==> src/rtl/z80_mem_arbiter_if.sv <==
// Bus bundle between the Z80 CPU wrapper, the video fetch unit and the RAM port.
// slave = arbiter side, master = surrounding environment side.
interface z80_mem_arbiter_if;
  logic        cpu_mreq_n;
  logic        cpu_rd_n;
  logic        cpu_wr_n;
  logic        cpu_rfsh_n;
  logic [15:0] cpu_a;
  logic [7:0]  cpu_dout;
  logic [7:0]  cpu_di;
  logic        cpu_wait_n;
  logic        vid_req;
  logic [15:0] vid_addr;
  logic        vid_ack;
  logic [7:0]  vid_data;
  logic        mem_req;
  logic        mem_we;
  logic [15:0] mem_addr;
  logic [7:0]  mem_wdata;
  logic [7:0]  mem_rdata;
  logic [15:0] wait_cnt;

  modport slave (
    input  cpu_mreq_n, cpu_rd_n, cpu_wr_n, cpu_rfsh_n, cpu_a, cpu_dout,
    input  vid_req, vid_addr, mem_rdata,
    output cpu_di, cpu_wait_n, vid_ack, vid_data,
    output mem_req, mem_we, mem_addr, mem_wdata, wait_cnt
  );

  modport master (
    output cpu_mreq_n, cpu_rd_n, cpu_wr_n, cpu_rfsh_n, cpu_a, cpu_dout,
    output vid_req, vid_addr, mem_rdata,
    input  cpu_di, cpu_wait_n, vid_ack, vid_data,
    input  mem_req, mem_we, mem_addr, mem_wdata, wait_cnt
  );
endinterface

==> src/rtl/z80_mem_arbiter.sv <==
// Shares one synchronous memory port between the Z80 bus and a video fetch requester.
// Optional stall statistics counter on wait_cnt is built when ARB_WAIT_CNT_EN is defined.
module z80_mem_arbiter #(
  parameter int MEM_LAT = 2,
  parameter int VID_MAX = 4
) (
  input logic                clk,
  input logic                reset_n,
  z80_mem_arbiter_if.slave   bus
);

  typedef enum logic [1:0] {IDLE, CPU_ACC, VID_ACC} state_t;

  localparam logic [2:0] LAST_CNT    = 3'(MEM_LAT - 1);
  localparam logic [3:0] VID_MAX_L   = 4'(VID_MAX);

  state_t      state_reg, state_next;
  logic [2:0]  cnt_reg;
  logic        served_reg;
  logic [3:0]  vid_run_reg;
  logic [7:0]  cpu_di_reg;
  logic [7:0]  vid_data_reg;
  logic        vid_ack_reg;
  logic        mem_we_reg;
  logic [15:0] mem_addr_reg;
  logic [7:0]  mem_wdata_reg;

  logic cpu_act;
  logic last_cyc;
  logic free;
  logic cpu_cand;
  logic grant_vid;
  logic grant_cpu;

  // State register and the datapath registers loaded at grant / completion.
  always_ff @(posedge clk) begin
    if (!reset_n) begin
      state_reg     <= IDLE;
      cnt_reg       <= 3'd0;
      served_reg    <= 1'b0;
      vid_run_reg   <= 4'd0;
      cpu_di_reg    <= 8'h00;
      vid_data_reg  <= 8'h00;
      vid_ack_reg   <= 1'b0;
      mem_we_reg    <= 1'b0;
      mem_addr_reg  <= 16'h0000;
      mem_wdata_reg <= 8'h00;
    end else begin
      state_reg   <= state_next;
      vid_ack_reg <= 1'b0;

      if (grant_vid || grant_cpu)
        cnt_reg <= 3'd0;
      else if (state_reg != IDLE)
        cnt_reg <= cnt_reg + 3'd1;

      if (grant_vid) begin
        mem_addr_reg <= bus.vid_addr;
        mem_we_reg   <= 1'b0;
        if (!cpu_act)
          vid_run_reg <= 4'd0;
        else if (vid_run_reg != 4'hF)
          vid_run_reg <= vid_run_reg + 4'd1;
      end else if (grant_cpu) begin
        mem_addr_reg  <= bus.cpu_a;
        mem_we_reg    <= !bus.cpu_wr_n;
        mem_wdata_reg <= bus.cpu_dout;
        vid_run_reg   <= 4'd0;
      end else if (last_cyc) begin
        mem_we_reg <= 1'b0;
      end

      // A CPU that already dropped its strobe gets nothing back.
      if (last_cyc && state_reg == CPU_ACC && !mem_we_reg && !bus.cpu_mreq_n)
        cpu_di_reg <= bus.mem_rdata;

      if (last_cyc && state_reg == VID_ACC) begin
        vid_data_reg <= bus.mem_rdata;
        vid_ack_reg  <= 1'b1;
      end

      if (bus.cpu_mreq_n)
        served_reg <= 1'b0;
      else if (last_cyc && state_reg == CPU_ACC)
        served_reg <= 1'b1;
    end
  end

  // Grant decision happens in IDLE and again on the completion cycle, so
  // back-to-back accesses need no idle gap.
  always_comb begin
    last_cyc   = (state_reg != IDLE) && (cnt_reg == LAST_CNT);
    free       = (state_reg == IDLE) || last_cyc;
    cpu_cand   = cpu_act && !(state_reg == CPU_ACC && last_cyc);
    grant_vid  = free && bus.vid_req && (!cpu_cand || vid_run_reg < VID_MAX_L);
    grant_cpu  = free && cpu_cand && !grant_vid;
    state_next = state_reg;
    if (grant_vid)
      state_next = VID_ACC;
    else if (grant_cpu)
      state_next = CPU_ACC;
    else if (free)
      state_next = IDLE;
  end

  always_comb begin
    cpu_act = !bus.cpu_mreq_n && bus.cpu_rfsh_n
              && (!bus.cpu_rd_n || !bus.cpu_wr_n) && !served_reg;
  end

  assign bus.cpu_wait_n = !cpu_act;
  assign bus.mem_req    = (state_reg != IDLE);
  assign bus.mem_we     = mem_we_reg;
  assign bus.mem_addr   = mem_addr_reg;
  assign bus.mem_wdata  = mem_wdata_reg;
  assign bus.cpu_di     = cpu_di_reg;
  assign bus.vid_data   = vid_data_reg;
  assign bus.vid_ack    = vid_ack_reg;

`ifdef ARB_WAIT_CNT_EN
  logic [15:0] wait_cnt_reg;

  always_ff @(posedge clk) begin
    if (!reset_n)
      wait_cnt_reg <= 16'h0000;
    else if (cpu_act && wait_cnt_reg != 16'hFFFF)
      wait_cnt_reg <= wait_cnt_reg + 16'd1;
  end

  assign bus.wait_cnt = wait_cnt_reg;
`else
  assign bus.wait_cnt = 16'h0000;
`endif

endmodule

==> src/flat_wrapper.sv <==
// flat-port wrapper written by rule: the top's interface ports become plain ports
module z80_mem_arbiter_flat 
#(
  parameter int MEM_LAT = 2,
  parameter int VID_MAX = 4
)
  (clk, reset_n, bus_cpu_mreq_n, bus_cpu_rd_n, bus_cpu_wr_n, bus_cpu_rfsh_n, bus_cpu_a, bus_cpu_dout, bus_vid_req, bus_vid_addr, bus_mem_rdata, bus_cpu_di, bus_cpu_wait_n, bus_vid_ack, bus_vid_data, bus_mem_req, bus_mem_we, bus_mem_addr, bus_mem_wdata, bus_wait_cnt);
  z80_mem_arbiter_if bus_i ();
  input logic clk;
  input logic reset_n;
  input wire logic [$bits(bus_i.cpu_mreq_n)-1:0] bus_cpu_mreq_n;
  input wire logic [$bits(bus_i.cpu_rd_n)-1:0] bus_cpu_rd_n;
  input wire logic [$bits(bus_i.cpu_wr_n)-1:0] bus_cpu_wr_n;
  input wire logic [$bits(bus_i.cpu_rfsh_n)-1:0] bus_cpu_rfsh_n;
  input wire logic [$bits(bus_i.cpu_a)-1:0] bus_cpu_a;
  input wire logic [$bits(bus_i.cpu_dout)-1:0] bus_cpu_dout;
  input wire logic [$bits(bus_i.vid_req)-1:0] bus_vid_req;
  input wire logic [$bits(bus_i.vid_addr)-1:0] bus_vid_addr;
  input wire logic [$bits(bus_i.mem_rdata)-1:0] bus_mem_rdata;
  output wire logic [$bits(bus_i.cpu_di)-1:0] bus_cpu_di;
  output wire logic [$bits(bus_i.cpu_wait_n)-1:0] bus_cpu_wait_n;
  output wire logic [$bits(bus_i.vid_ack)-1:0] bus_vid_ack;
  output wire logic [$bits(bus_i.vid_data)-1:0] bus_vid_data;
  output wire logic [$bits(bus_i.mem_req)-1:0] bus_mem_req;
  output wire logic [$bits(bus_i.mem_we)-1:0] bus_mem_we;
  output wire logic [$bits(bus_i.mem_addr)-1:0] bus_mem_addr;
  output wire logic [$bits(bus_i.mem_wdata)-1:0] bus_mem_wdata;
  output wire logic [$bits(bus_i.wait_cnt)-1:0] bus_wait_cnt;
  assign bus_i.cpu_mreq_n = bus_cpu_mreq_n;
  assign bus_i.cpu_rd_n = bus_cpu_rd_n;
  assign bus_i.cpu_wr_n = bus_cpu_wr_n;
  assign bus_i.cpu_rfsh_n = bus_cpu_rfsh_n;
  assign bus_i.cpu_a = bus_cpu_a;
  assign bus_i.cpu_dout = bus_cpu_dout;
  assign bus_i.vid_req = bus_vid_req;
  assign bus_i.vid_addr = bus_vid_addr;
  assign bus_i.mem_rdata = bus_mem_rdata;
  assign bus_cpu_di = bus_i.cpu_di;
  assign bus_cpu_wait_n = bus_i.cpu_wait_n;
  assign bus_vid_ack = bus_i.vid_ack;
  assign bus_vid_data = bus_i.vid_data;
  assign bus_mem_req = bus_i.mem_req;
  assign bus_mem_we = bus_i.mem_we;
  assign bus_mem_addr = bus_i.mem_addr;
  assign bus_mem_wdata = bus_i.mem_wdata;
  assign bus_wait_cnt = bus_i.wait_cnt;
  z80_mem_arbiter #(.MEM_LAT(MEM_LAT), .VID_MAX(VID_MAX)) u_core (.clk(clk), .reset_n(reset_n), .bus(bus_i));
endmodule
==> config.mk <==
export PLATFORM = sky130hd
export DESIGN_NAME = z80_mem_arbiter_flat
export DESIGN_NICKNAME = d
export VERILOG_FILES = /design/src/rtl/z80_mem_arbiter_if.sv /design/src/rtl/z80_mem_arbiter.sv /design/src/flat_wrapper.sv
export SDC_FILE = /design/constraint.sdc
export NUM_CORES = 1
export LEC_CHECK = 0
export ABC_AREA = 1
export BUFFER_PORTS_ARGS = -buffer_cell sky130_fd_sc_hd__buf_4
export CAP_MARGIN = 20
export CORE_MARGIN = 10
export CORE_UTILIZATION = 45
export CTS_BUF_LIST = sky130_fd_sc_hd__clkbuf_8 sky130_fd_sc_hd__clkbuf_16
export CTS_CLUSTER_DIAMETER = 60
export DETAILED_ROUTE_END_ITERATION = 16
export GPL_ROUTABILITY_DRIVEN = 0
export PLACE_DENSITY = 0.77
export SLEW_MARGIN = 20
export SYNTH_ARGS = -nofsm -noshare
export SYNTH_HDL_FRONTEND = slang
export SYNTH_SLANG_ARGS = --single-unit
==> constraint.sdc <==
create_clock -name clk -period 2.43 [get_ports clk]
set_input_delay 0.3645 -clock clk [delete_from_list [all_inputs] [get_ports clk]]
set_output_delay 0.3645 -clock clk [all_outputs]
set_load 0.01 [all_outputs]
After elaboration in Yosys (flattened, before gate mapping)
Cells that the tools add are included.
{ "op_classes": {"add_sub_neg": 2, "magnitude_cmp": 1, "eq_ne": 5, "mux": 12, "bitwise_logic": 2, "n_reduce_logical": 37} }
{ "op_table": {"columns": ["op", "n"], "rows": [
  ["two-way mux 16 bit", 2],
  ["two-way mux 4 bit", 4],
  ["logical AND 1 bit", 13],
  ["logical NOT 1 bit", 9],
  ["nonzero test 2 bit", 4],
  ["two-way mux 2 bit", 3],
  ["OR reduction 2 bit", 3],
  ["adder 4 x 1 -> 4 bit, second input constant", 1],
  ["logical OR 1 bit", 4],
  ["less-than comparator 4 x 3 -> 1 bit, second input constant", 1],
  ["inequality test 4 bit, second input constant", 1],
  ["AND reduction 2 bit", 2],
  ["adder 3 x 1 -> 3 bit, second input constant", 1],
  ["equality test 3 x 1 -> 1 bit, second input constant", 1],
  ["two-way mux 1 bit", 3],
  ["inequality test 3 bit, second input constant", 1],
  ["nonzero test 3 bit", 1],
  ["equality test 2 x 1 -> 1 bit, second input constant", 1],
  ["equality test 2 bit, second input constant", 1],
  ["logical NOT 2 bit", 1],
  ["NOT 1 bit", 2]
]} }
{ "totals": {"register_bits": 52, "inputBits": 55, "output_inout_bits": 60, "word_cells": 70} }

Logic depth before layout (Yosys ltp)
{ "depth": {"depth_word": 12, "mapped_depth": 13, "mapped_depth_nobuf": 12} }

Worst setup path before layout
No wires, ideal clock.
{ "synth_path": {"path_kind": "reg-to-reg", "startpoint": "register u_core.cnt_reg[1]", "endpoint": "register u_core.mem_addr_reg[10], in the netlist u_core.bus.mem_addr[10]", "setup_time_ns": 0.109, "arrival_time_ns": 1.441, "required_time_ns": 2.321, "slack_ns": 0.880, "stages_incl_launch_ff": 14, "path_buffers": 1, "period_less_slack_ns": 1.550, "cell_sequence": "dfxtp_1 inv_1 ha_1 nand2_4 inv_1 nor2_4 inv_2 nand2_2 nand2_4 buf_6 o21ai_1 inv_1 nand2_1 inv_1"} }
{ "synth_between": {"elab_chain_cells": 11, "word_cells_on_any_way": 15, "classes_between": "eq/ne: 1; mux: 1; reduce/logical: 13"} }
{ "synth_lines": {"columns": ["item", "line_no", "text"], "rows": [
  ["start: declaration", "z80_mem_arbiter.sv:18", "logic [2:0] cnt_reg;"],
  ["start signal: assignment", "z80_mem_arbiter.sv:55", "cnt_reg <= cnt_reg + 3'd1;"],
  ["equality test 3 x 1 -> 1 bit *", "z80_mem_arbiter.sv:92", "last_cyc = (state_reg != IDLE) && (cnt_reg == LAST_CNT);"],
  ["logical AND 1 bit *", "z80_mem_arbiter.sv:92", null],
  ["logical AND 1 bit", "z80_mem_arbiter.sv:94", "cpu_cand = cpu_act && !(state_reg == CPU_ACC && last_cyc);"],
  ["logical NOT 1 bit", "z80_mem_arbiter.sv:94", null],
  ["logical AND 1 bit", "z80_mem_arbiter.sv:94", null],
  ["logical NOT 1 bit", "z80_mem_arbiter.sv:95", "grant_vid = free && bus.vid_req && (!cpu_cand || vid_run_reg < VID_MAX_L);"],
  ["logical OR 1 bit", "z80_mem_arbiter.sv:95", null],
  ["logical AND 1 bit", "z80_mem_arbiter.sv:95", null],
  ["logical NOT 1 bit", "z80_mem_arbiter.sv:96", "grant_cpu = free && cpu_cand && !grant_vid;"],
  ["logical AND 1 bit", "z80_mem_arbiter.sv:96", null],
  ["nonzero test 2 bit (no source line)", null, null],
  ["end signal: assignment", "z80_mem_arbiter.sv:58", "mem_addr_reg <= bus.vid_addr;"],
  ["end signal: assignment", "z80_mem_arbiter.sv:65", "mem_addr_reg <= bus.cpu_a;"],
  ["end: declaration", "z80_mem_arbiter.sv:25", "logic [15:0] mem_addr_reg;"]
]} }
Every way passes the cells marked *; elsewhere a longest branch is shown, timed or not.
A chain may end at the register's enable or synchronous reset.

Final worst setup path
{ "layout_path": {"startpoint": "register u_core.cnt_reg[1]", "endpoint": "register u_core.vid_run_reg[1]"} }
{ "layout_between": {"elab_chain_cells": 12, "word_cells_on_any_way": 17, "classes_between": "eq/ne: 2; mux: 1; reduce/logical: 14"} }
{ "layout_lines": {"columns": ["item", "line_no", "text"], "rows": [
  ["equality test 3 x 1 -> 1 bit *", "z80_mem_arbiter.sv:92", null],
  ["logical AND 1 bit *", "z80_mem_arbiter.sv:92", null],
  ["logical AND 1 bit", "z80_mem_arbiter.sv:94", null],
  ["logical NOT 1 bit", "z80_mem_arbiter.sv:94", null],
  ["logical AND 1 bit", "z80_mem_arbiter.sv:94", null],
  ["logical NOT 1 bit", "z80_mem_arbiter.sv:95", null],
  ["logical OR 1 bit", "z80_mem_arbiter.sv:95", null],
  ["logical AND 1 bit", "z80_mem_arbiter.sv:95", null],
  ["logical NOT 1 bit", "z80_mem_arbiter.sv:96", null],
  ["logical AND 1 bit", "z80_mem_arbiter.sv:96", null],
  ["nonzero test 2 bit (no source line)", null, null],
  ["AND reduction 2 bit (no source line)", null, null],
  ["end signal: assignment", "z80_mem_arbiter.sv:63", "vid_run_reg <= vid_run_reg + 4'd1;"],
  ["end: declaration", "z80_mem_arbiter.sv:20", "logic [3:0] vid_run_reg;"]
]} }
Marks and branches as above.

==> results.ini <==
[cts]
cts_setup_buffers=0
cts_tree=built
numCtsBuffers=5
ctsHoldBuffers=0
clock_latency_ns=0.31
root_buffer=clkbuf_8
clockBufferDepth=2
clkTransAtPathRegs_ns=0.10
cts.htree.levels=2
cts.sinks=52
ctsResizeCount=0

[final_layout]
fillerInstances=523
final_common_cell=buf_4
diodes=0
seq_area_sq_um=1040
layout_common_cells=99 x buf_4, 70 x nand2_1, 52 x dfxtp_1
fin_nets=502
multiInputGateArea_sq_um=1140
post-route-util_pct=60.2
drive_above_1_share_pct=29.0
largest_reg_flops=16
area_delta_synth_final_pct=30.3

[power]
p_total_mw=1.88
p_int_mw=1.31
pwr-share-seq_pct=50.2
switching_share_pct=30.5
p_comb_share_pct=24.0
power.switching_uw=574
powerDensity_nw_per_um2=568
peakVddDrop_mv=0.266
p_leak_nw=1.73
pwr-share-clk_pct=25.8

[grt]
grt_max_degree=39
grt_pass1_wl_um=10400
antenna_found_initial=0
grt_pass1_vias=2218
track_usage_pct=14.3
grt_overflow=0

[route]
routedWlPerCell_um=13.3
post-route-drc-count=0
postRouteAntennaNets=0
wl_met2_um=3750
top_layer=met4
drt_first_pass_iters=4
via_per_inst=4.61
wl_um=6900
met1_length_um=2660
drt-initial-drc-count=95
dr_total_vias=2381
routed-wl-met3_um=427

[worst_setup_path]
crit_required_ns=2.63
ff2ff_path_depth=10
end_kind=register
worstSetupStartpointType=register
cp_slowest_cell=dfxtp_1
path_class=reg2reg
max_stage_delay_ns=0.36
r2r_start=u_core.cnt_reg[1]
arrival_ns=2.09
crit_chain=inv_1 -> ha_1 -> nand2_4 -> nor2_4 -> nor2_4 -> nand2_2 -> nand2_4 -> nand2_1 -> o21ai_0 -> nor2_1
cp_max_fo=35
ff2ff_setup_slack_ns=0.53
rr_endpoint=u_core.vid_run_reg[1]

[floorplanning]
design.core.area_sq_um=5510
dieArea_sq_um=9060
die_h_um=95.2
rows=27
ios=115
chipWidth_um=95.2
start_util_pct=46.2

[yosys]
ys_ff_latch=52
synth_cells=352
avgSynthCellArea_sq_um=7.23
ys_seq_area_share_pct=40.9
ys_types=32
synth_warnings=0
synth_area_sq_um=2540

[placed_design]
dpl.hpwl_um=5250
portBuffers=98

[run]
timing.max_cap.violations=0

[timing]
finalHoldViolCount=0
tightestPinTransition_ns=0.644
skew_ns=0.0124
fmax_mhz=528
rsz0062_at_grt=no
tns_ns=0
slew-limit-headroom_pct=56.9
fin_crit_ns=1.90
period_share_pct=78.0
slew_viol_final=0
setup_viol=0

[worst_hold_path]
min_to=u_core.served_reg
hold_start=bus_cpu_mreq_n
hp-class=in2reg
hold_depth=2

[outcome]
status=finished, final reports clean

[worst max-delay path by stage]
stage	depth (start not counted)	start	endpoint	slack, ns
after floorplan	13	u_core.cnt_reg[1]	u_core.bus.mem_addr[10]	0.88
after global placement	10	u_core.cnt_reg[1]	u_core.vid_run_reg[1]	0.62
after detailed placement	9	bus_cpu_mreq_n	u_core.vid_run_reg[1]	0.56
after CTS	10	u_core.cnt_reg[1]	u_core.vid_run_reg[1]	0.56
after global routing	10	u_core.cnt_reg[0]	u_core.bus.mem_addr[2]	0.40
final	10	u_core.cnt_reg[1]	u_core.vid_run_reg[1]	0.53
[cell usage after synthesis, drive strengths merged]
library cell   n  share of area, %
nand3         35               7.3
nor2          36               6.8
or2            1              0.25
dfxtp         52                41
inv           53               7.9
o211ai         1              0.49
o21ai         35               6.9
clkbuf         4              0.59
a21oi         22               4.5
a211oi         1              0.30
ha             3               1.5
nand2         76                12
buf           25               7.6
nor3           2               1.0
nand4          1              0.25
clkinv         1              0.15
conb           1              0.15
xor2           3               1.0
[power by group through the flow]
stage / combinational (mW) / clock [mW] / sequential [mW]
floorplan: 0.272 / 0 / 0.984
global placement: 0.445 / 0 / 0.963
detailed placement: 0.454 / 0 / 0.965
CTS: 0.455 / 0.497 / 0.946
global route: 0.503 / 0.526 / 0.952
finish: 0.451 / 0.486 / 0.946
[metal layers]
layer / track usage, % / vias to the layer above
li1: - / 1253
met1: 15.1 / 1075
met2: 26.2 / 49
met3: 4.56 / 4
met4: 4.74 / 0
met5: 0 / -
[critical path, delay by kind of cell, from the launching register on]
kind | cells | cell delay (ns)
flops | 1 | 0.36
simple gates | 7 | 0.99
compound gates | 1 | 0.17
buf+inv | 1 | 0.05
fa+ha+maj | 1 | 0.20
[per-stage QoR]
step | cell area [sq um] | hold WS [ns] | instances | setup WS (ns)
2_1_floorplan | 2600 | 0.437 | 367 | 0.880
3_3_place_gp | 3220 | 0.433 | 509 | 0.625
3_5_place_dp | 3220 | 0.436 | 509 | 0.563
4_1_cts | 3310 | 0.218 | 517 | 0.557
5_1_grt | 3310 | 0.219 | 517 | 0.400
6_report | 3310 | 0.222 | 517 | 0.535
[layout make-up]
| cell class | count | area share (%) |
|---|---|---|
| Clock buffer | 5 | 2.08 |
| Clock inverter | 3 | 0.604 |
| Inverter | 54 | 6.19 |
| Multi-Input combinational cell | 232 | 34.6 |
| Sequential cell | 52 | 31.4 |
| Tap cell | 72 | 2.72 |
| Timing Repair Buffer | 99 | 22.4 |
[cells by family (layout without fill, tap and decap cells)]
group,after synthesis,after routing,share of synthesized area (%)
simple gates,151,151,28.0
buf+inv,83,161,16.3
compound gates,59,59,12.1
flops,52,52,40.9
fa+ha+maj,3,3,1.48
xor+xnor,3,3,1.03
other cells,1,16,0.147
Note: power is estimated with default switching activity, not from simulation.
